<file path="src/rtl/pipelined_control_unit.sv">
// Pipelined control unit: decodes the ID-stage opcode and carries the control
// bundle through ID/EX, EX/MEM and MEM/WB, with bubbles, freeze and an illegal-opcode counter.
module pipelined_control_unit #(
  parameter int OPCODE_W = 6,
  parameter int ALUOP_W  = 2,
  parameter int CNT_W    = 8,
  parameter int JALR_EN  = 1
) (
  input  logic                clk,
  input  logic                rst_n,
  input  logic                id_valid,
  input  logic [OPCODE_W-1:0] opcode,
  input  logic                stall,
  input  logic                flush,
  input  logic                freeze,
  output logic                id_jump,
  output logic                id_jr,
  output logic                id_reg1,
  output logic                ex_reg_dst,
  output logic                ex_alu_src,
  output logic                ex_branch,
  output logic                ex_bne,
  output logic                ex_jal,
  output logic                ex_illegal,
  output logic [ALUOP_W-1:0]  ex_alu_op,
  output logic                ex_mem_read,
  output logic                mem_read,
  output logic                mem_write,
  output logic                wb_reg_write,
  output logic                wb_mem_to_reg,
  output logic                wb_jal,
  output logic [CNT_W-1:0]    illegal_cnt
);

  typedef struct packed {
    logic       reg_dst;
    logic       alu_src;
    logic       mem_to_reg;
    logic       reg_write;
    logic       mem_read;
    logic       mem_write;
    logic       branch;
    logic       bne;
    logic       jump;
    logic       jr;
    logic       reg1;
    logic       jal;
    logic       illegal;
    logic [1:0] alu_op;
  } dec_t;

  typedef struct packed {
    logic               reg_dst;
    logic               alu_src;
    logic               branch;
    logic               bne;
    logic               jal;
    logic               illegal;
    logic               mem_read;
    logic               mem_write;
    logic               reg_write;
    logic               mem_to_reg;
    logic [ALUOP_W-1:0] alu_op;
  } idex_t;

  typedef struct packed {
    logic mem_read;
    logic mem_write;
    logic reg_write;
    logic mem_to_reg;
    logic jal;
  } exmem_t;

  typedef struct packed {
    logic reg_write;
    logic mem_to_reg;
    logic jal;
  } memwb_t;

  function automatic logic [ALUOP_W-1:0] aluop_ext(input logic [1:0] code);
    return ALUOP_W'(code);
  endfunction

  function automatic logic [CNT_W-1:0] sat_inc(input logic [CNT_W-1:0] c);
    return (&c) ? c : c + CNT_W'(1);
  endfunction

  logic       w_hi_ok;
  logic [5:0] w_op6;
  dec_t       w_dec;
  idex_t      w_idex_next;
  idex_t      r_idex_p0;
  exmem_t     r_exmem_p1;
  memwb_t     r_memwb_p2;
  logic [CNT_W-1:0] r_cnt;

  // Any set bit above [5:0] makes the opcode illegal.
  if (OPCODE_W > 6) begin : g_hi
    assign w_hi_ok = ~|opcode[OPCODE_W-1:6];
  end else begin : g_nohi
    assign w_hi_ok = 1'b1;
  end

  assign w_op6 = opcode[5:0];

  always_comb begin
    w_dec = '0;
    unique case (w_op6)
      6'b000000: begin w_dec.reg_dst = 1'b1; w_dec.reg_write = 1'b1; w_dec.alu_op = 2'd2; end
      6'b100011: begin
        w_dec.alu_src = 1'b1; w_dec.mem_to_reg = 1'b1;
        w_dec.reg_write = 1'b1; w_dec.mem_read = 1'b1;
      end
      6'b101011: begin w_dec.alu_src = 1'b1; w_dec.mem_write = 1'b1; end
      6'b000100: begin w_dec.branch = 1'b1; w_dec.alu_op = 2'd1; end
      6'b100000: begin w_dec.bne = 1'b1; w_dec.alu_op = 2'd1; end
      6'b000001: begin w_dec.alu_src = 1'b1; w_dec.reg_write = 1'b1; end
      6'b000010: w_dec.jump = 1'b1;
      6'b000011: begin w_dec.jr = 1'b1; w_dec.reg1 = 1'b1; end
      6'b000111: begin w_dec.jump = 1'b1; w_dec.jal = 1'b1; w_dec.reg_write = 1'b1; end
      6'b001111: begin
        if (JALR_EN != 0) begin
          w_dec.jr = 1'b1; w_dec.reg1 = 1'b1;
          w_dec.jal = 1'b1; w_dec.reg_write = 1'b1;
        end else begin
          w_dec.illegal = 1'b1;
        end
      end
      default:   w_dec.illegal = 1'b1;
    endcase
    if (!w_hi_ok) begin
      w_dec = '0;
      w_dec.illegal = 1'b1;
    end
    if (!id_valid) w_dec = '0;
  end

  always_comb begin
    w_idex_next            = '0;
    w_idex_next.reg_dst    = w_dec.reg_dst;
    w_idex_next.alu_src    = w_dec.alu_src;
    w_idex_next.branch     = w_dec.branch;
    w_idex_next.bne        = w_dec.bne;
    w_idex_next.jal        = w_dec.jal;
    w_idex_next.illegal    = w_dec.illegal;
    w_idex_next.mem_read   = w_dec.mem_read;
    w_idex_next.mem_write  = w_dec.mem_write;
    w_idex_next.reg_write  = w_dec.reg_write;
    w_idex_next.mem_to_reg = w_dec.mem_to_reg;
    w_idex_next.alu_op     = aluop_ext(w_dec.alu_op);
  end

  always_ff @(posedge clk) begin
    if (!rst_n) begin
      r_idex_p0  <= '0;
      r_exmem_p1 <= '0;
      r_memwb_p2 <= '0;
      r_cnt      <= '0;
    end else if (!freeze) begin
      // ID/EX -> EX/MEM -> MEM/WB; a stall or flush injects a bubble at ID/EX only
      r_idex_p0  <= (stall || flush) ? '0 : w_idex_next;
      r_exmem_p1 <= '{mem_read:   r_idex_p0.mem_read,
                      mem_write:  r_idex_p0.mem_write,
                      reg_write:  r_idex_p0.reg_write,
                      mem_to_reg: r_idex_p0.mem_to_reg,
                      jal:        r_idex_p0.jal};
      r_memwb_p2 <= '{reg_write:  r_exmem_p1.reg_write,
                      mem_to_reg: r_exmem_p1.mem_to_reg,
                      jal:        r_exmem_p1.jal};
      if (w_dec.illegal && !stall && !flush) r_cnt <= sat_inc(r_cnt);
    end
  end

  assign id_jump       = w_dec.jump;
  assign id_jr         = w_dec.jr;
  assign id_reg1       = w_dec.reg1;
  assign ex_reg_dst    = r_idex_p0.reg_dst;
  assign ex_alu_src    = r_idex_p0.alu_src;
  assign ex_branch     = r_idex_p0.branch;
  assign ex_bne        = r_idex_p0.bne;
  assign ex_jal        = r_idex_p0.jal;
  assign ex_illegal    = r_idex_p0.illegal;
  assign ex_alu_op     = r_idex_p0.alu_op;
  assign ex_mem_read   = r_idex_p0.mem_read;
  assign mem_read      = r_exmem_p1.mem_read;
  assign mem_write     = r_exmem_p1.mem_write;
  assign wb_reg_write  = r_memwb_p2.reg_write;
  assign wb_mem_to_reg = r_memwb_p2.mem_to_reg;
  assign wb_jal        = r_memwb_p2.jal;
  assign illegal_cnt   = r_cnt;

endmodule

</file>
<file path="config.mk">
export PLATFORM = sky130hd
export DESIGN_NAME = pipelined_control_unit
export DESIGN_NICKNAME = d
export VERILOG_FILES = /design/src/rtl/pipelined_control_unit.sv
export SDC_FILE = /design/constraint.sdc
export NUM_CORES = 1
export LEC_CHECK = 0
export CORE_MARGIN = 2
export CORE_UTILIZATION = 46
export CTS_CLUSTER_SIZE = 40
export DETAILED_ROUTE_END_ITERATION = 6
export PLACE_DENSITY_LB_ADDON = 0.3
export SETUP_SLACK_MARGIN = 0.2
export SYNTH_ARGS = -nofsm -noshare
export SYNTH_HDL_FRONTEND = slang
export SYNTH_SLANG_ARGS = --single-unit
</file>
<file path="constraint.sdc">
create_clock -name clk -period 1.9 [get_ports clk]
set_input_delay 0.38 -clock clk [delete_from_list [all_inputs] [get_ports clk]]
set_output_delay 0.38 -clock clk [all_outputs]
set_load 0.01 [all_outputs]
</file>
==> flow_metrics.env <==
export IMPL_die_h_um=56.4
export IMPL_ys_warn_count=0
export IMPL_synth_cells=142
export IMPL_async_flop_share_pct=0
export IMPL_dr_pass1_iters=5
export IMPL_startpoint_type="input port"
export IMPL_syn_nets=155
export IMPL_synth_top_area_cell="dfxtp_1"
export IMPL_nNetsFinal=209
export IMPL_rsz0062_at_grt="true"
export IMPL_layout_setup_ws_ns=0.216
export IMPL_worstSetupEndpointType="flop"
export IMPL_worst_setup_path_type="input port to flop"
export IMPL_skew_ns=0.00105
export IMPL_fin_area_mm2=0.00187
export IMPL_min_path_type="input port to flop"
export IMPL_required_ns=2.15
export IMPL_grt_start_max_net_pins=19
export IMPL_clk_pin_slew_ns=0.14
export IMPL_crit_slowest_cell="o311a_4"
export IMPL_antenna_cells=0
export IMPL_maxCapViolCount=0
export IMPL_drive_gt1_share_pct=29.7
export IMPL_maxSlewHeadroom_pct=74.7
export IMPL_dieArea_mm2=0.00318
export IMPL_hold_start="opcode[2]"
export IMPL_initial_core_util_pct=49.6
export IMPL_synth_fa_ha_area_share_pct=0.991
export IMPL_setup_viol=0
export IMPL_clk_path_buf_depth=2
export IMPL_rr_startpoint="illegal_cnt[0]$_SDFFE_PN0P_"
export IMPL_synth_top_family_by_area="simple AND/OR/NAND/NOR gates"
export IMPL_finalCriticalPeriod_ns=1.68
export IMPL_status="complete, no violations"
export IMPL_place_ws_ns=-0.579
export IMPL_insertion_delay_ns=0.32
export IMPL_yosys_register_bits=26
export IMPL_syn_area_mm2=0.00126
export IMPL_drt_iter0_markers=30
export IMPL_fp_dieW_um=56.4
export IMPL_cp_max_fo=7
export IMPL_cts_tree="done"
export IMPL_place_congestion=0.878
export IMPL_drc=0
export IMPL_dpl_cell_area_mm2=0.00172
export IMPL_wl_mm=3.39
export IMPL_numCtsBuffers=3
export IMPL_htreeDepth=1
export IMPL_vias_per_cell=5.65
export IMPL_synth_top_cells_by_count="26 x dfxtp_1, 20 x nor2_1, 13 x nand2_1"
export IMPL_grt_ovfl_total=0
export IMPL_avgSynthCellArea_um2=8.89
export IMPL_coreArea_mm2=0.00254
export IMPL_synth_xor_area_share_pct=1.39
export IMPL_synthFlopType="dfxtp_1"
export IMPL_hold_ws_ns=0.446
export IMPL_antenna_found_initial=0
export IMPL_cts_num_sinks=26
export IMPL_synth_most_common_cell="dfxtp_1"
export IMPL_largest_reg_flops=8
export IMPL_hold_viol_final=0
export IMPL_dp_hpwl_mm=2.40
export IMPL_grt_pass1_vias=1223
export IMPL_max_stage_delay_ns=0.39
export IMPL_p_leak_uw=0.000730
export IMPL_drv_slew=0
export IMPL_crit_arrival_ns=1.93
export IMPL_routedWlPerCell_um=15.1
export IMPL_pin_count=37
export IMPL_max_freq_mhz=594
export IMPL_antenna_left=0
export IMPL_place_port_buffers=36
export IMPL_track_usage_pct=20.7
export IMPL_synth_top_area_share_pct=41.2
export IMPL_yosys_mux_area_fraction_pct=6.34
export IMPL_vdd_drop_max_v=0.000662
export IMPL_crit_chain="clkdlybuf4s15_1 -> or2_2 -> o311a_4 -> o211ai_4 -> buf_4 -> nor4_2 -> a211oi_1"
export IMPL_ys_types=42
export IMPL_synthSimpleGateAreaFrac_pct=23.4
export IMPL_worst_slew_pin_slew_ns=0.375
export IMPL_grt_first_pass_wirelength_mm=5.26
export IMPL_areaGrowthSynthToFinish_pct=47.9
export IMPL_crit_path_start="opcode[1]"
export IMPL_ys_seq_area_share_pct=41.2
export IMPL_rows=18
export IMPL_fin_crit_sh_pct=88.6
export IMPL_synth_edf_count=0
export IMPL_powerDensity_mw_per_mm2=522
export IMPL_yosys_top_cells_area="dfxtp_1 41%, mux2i_1 6.3%, nor2_1 5.9%"
export IMPL_synth_compound_area_share_pct=19.2
export IMPL_dr_total_vias=1272
export IMPL_cts_root_buf="clkbuf_4"
report_power, final:
part	leakage (µW)	total, µW	internal, µW	switching [µW]
Sequential	0.000213	547	545	1.32
Clock	0.0000210	284	117	167
Combinational	0.000496	143	66.5	76.5
worst paths after layout:
path / end / slack, ns / depth (start not counted)
max: illegal_cnt[6]$_SDFFE_PN0P_ / 0.22 / 7
min: ex_branch$_SDFFE_PN0N_ / 0.45 / 3
max reg2reg: illegal_cnt[3]$_SDFFE_PN0P_ / 0.27 / 6
min reg2reg: ex_reg_dst$_SDFFE_PN0N_ / 0.48 / 2
metrics by stage:
stage | setup TNS, ns | util [%] | cells | total power, µW
finish | 0 | 73.4 | 225 | 974
global route | 0 | 73.4 | 225 | 1010
CTS | 0 | 70.6 | 224 | 968
detailed placement | -5.46 | 67.7 | 217 | 686
global placement | -4.18 | 67.7 | 217 | 681
floorplan | 0 | - | 142 | 621
cell families (layout without fill, tap and decap cells):
| family | count (synthesis) | count (layout) |
|---|---|---|
| simple gates | 57 | 57 |
| compound gates | 34 | 34 |
| flops | 26 | 26 |
| buf+inv | 14 | 67 |
| mux | 8 | 8 |
| xor+xnor | 2 | 2 |
| fa+ha+maj | 1 | 1 |
layout make-up:
| class | count | area (µm²) |
|---|---|---|
| multi-input cells | 102 | 739 |
| well taps | 30 | 37.5 |
| clock buffers | 4 | 36.3 |
| fillers | 194 | 678 |
| flip-flops and latches | 26 | 532 |
| inverters | 4 | 15.0 |
| repair buffers | 59 | 507 |
layer usage:
metal  wire [µm]  global-route usage, %  up-vias
li1            -                      -      620
met1        1320                   22.1      602
met2        1850                   39.7       44
met3         180                   5.53        6
met4          40                   5.10        0
met5           0                      0        -
worst max-delay path: cells and delay by family:
kind                   cells  cell delay, ns
and+or+nand+nor            2            0.41
buffers and inverters      2            0.43
AOI/OAI and AO/OA          3            0.73
placed cells by master (no fill, tap or decap), types with 2 or more instances in the layout:
cell type | netlist | routed
nand2_1 | 13 | 11
nor3_1 | 3 | 2
nand2b_1 | 3 | 3
nand2_2 | 0 | 2
inv_1 | 3 | 2
dlygate4sd2_1 | 0 | 6
nand3_1 | 3 | 2
buf_2 | 0 | 3
dfxtp_2 | 0 | 6
dfxtp_1 | 26 | 19
clkbuf_2 | 0 | 2
a32oi_1 | 2 | 2
clkdlybuf4s15_1 | 0 | 2
mux2i_1 | 8 | 8
o311ai_1 | 0 | 2
clkdlybuf4s50_1 | 0 | 22
clkbuf_4 | 0 | 3
a21oi_1 | 10 | 9
o41ai_1 | 3 | 3
nor2_1 | 20 | 20
o21ai_0 | 4 | 4
a22oi_1 | 4 | 4
buf_4 | 3 | 22
timing repair:
item	4_1_cts	5_1_grt
buffers inserted	3	1
pin swaps	4	1
endpoints found under the setup margin	17	17
hold buffers	0	0
resized for setup	37	20
No activity file was read; power rests on OpenSTA's default activity.
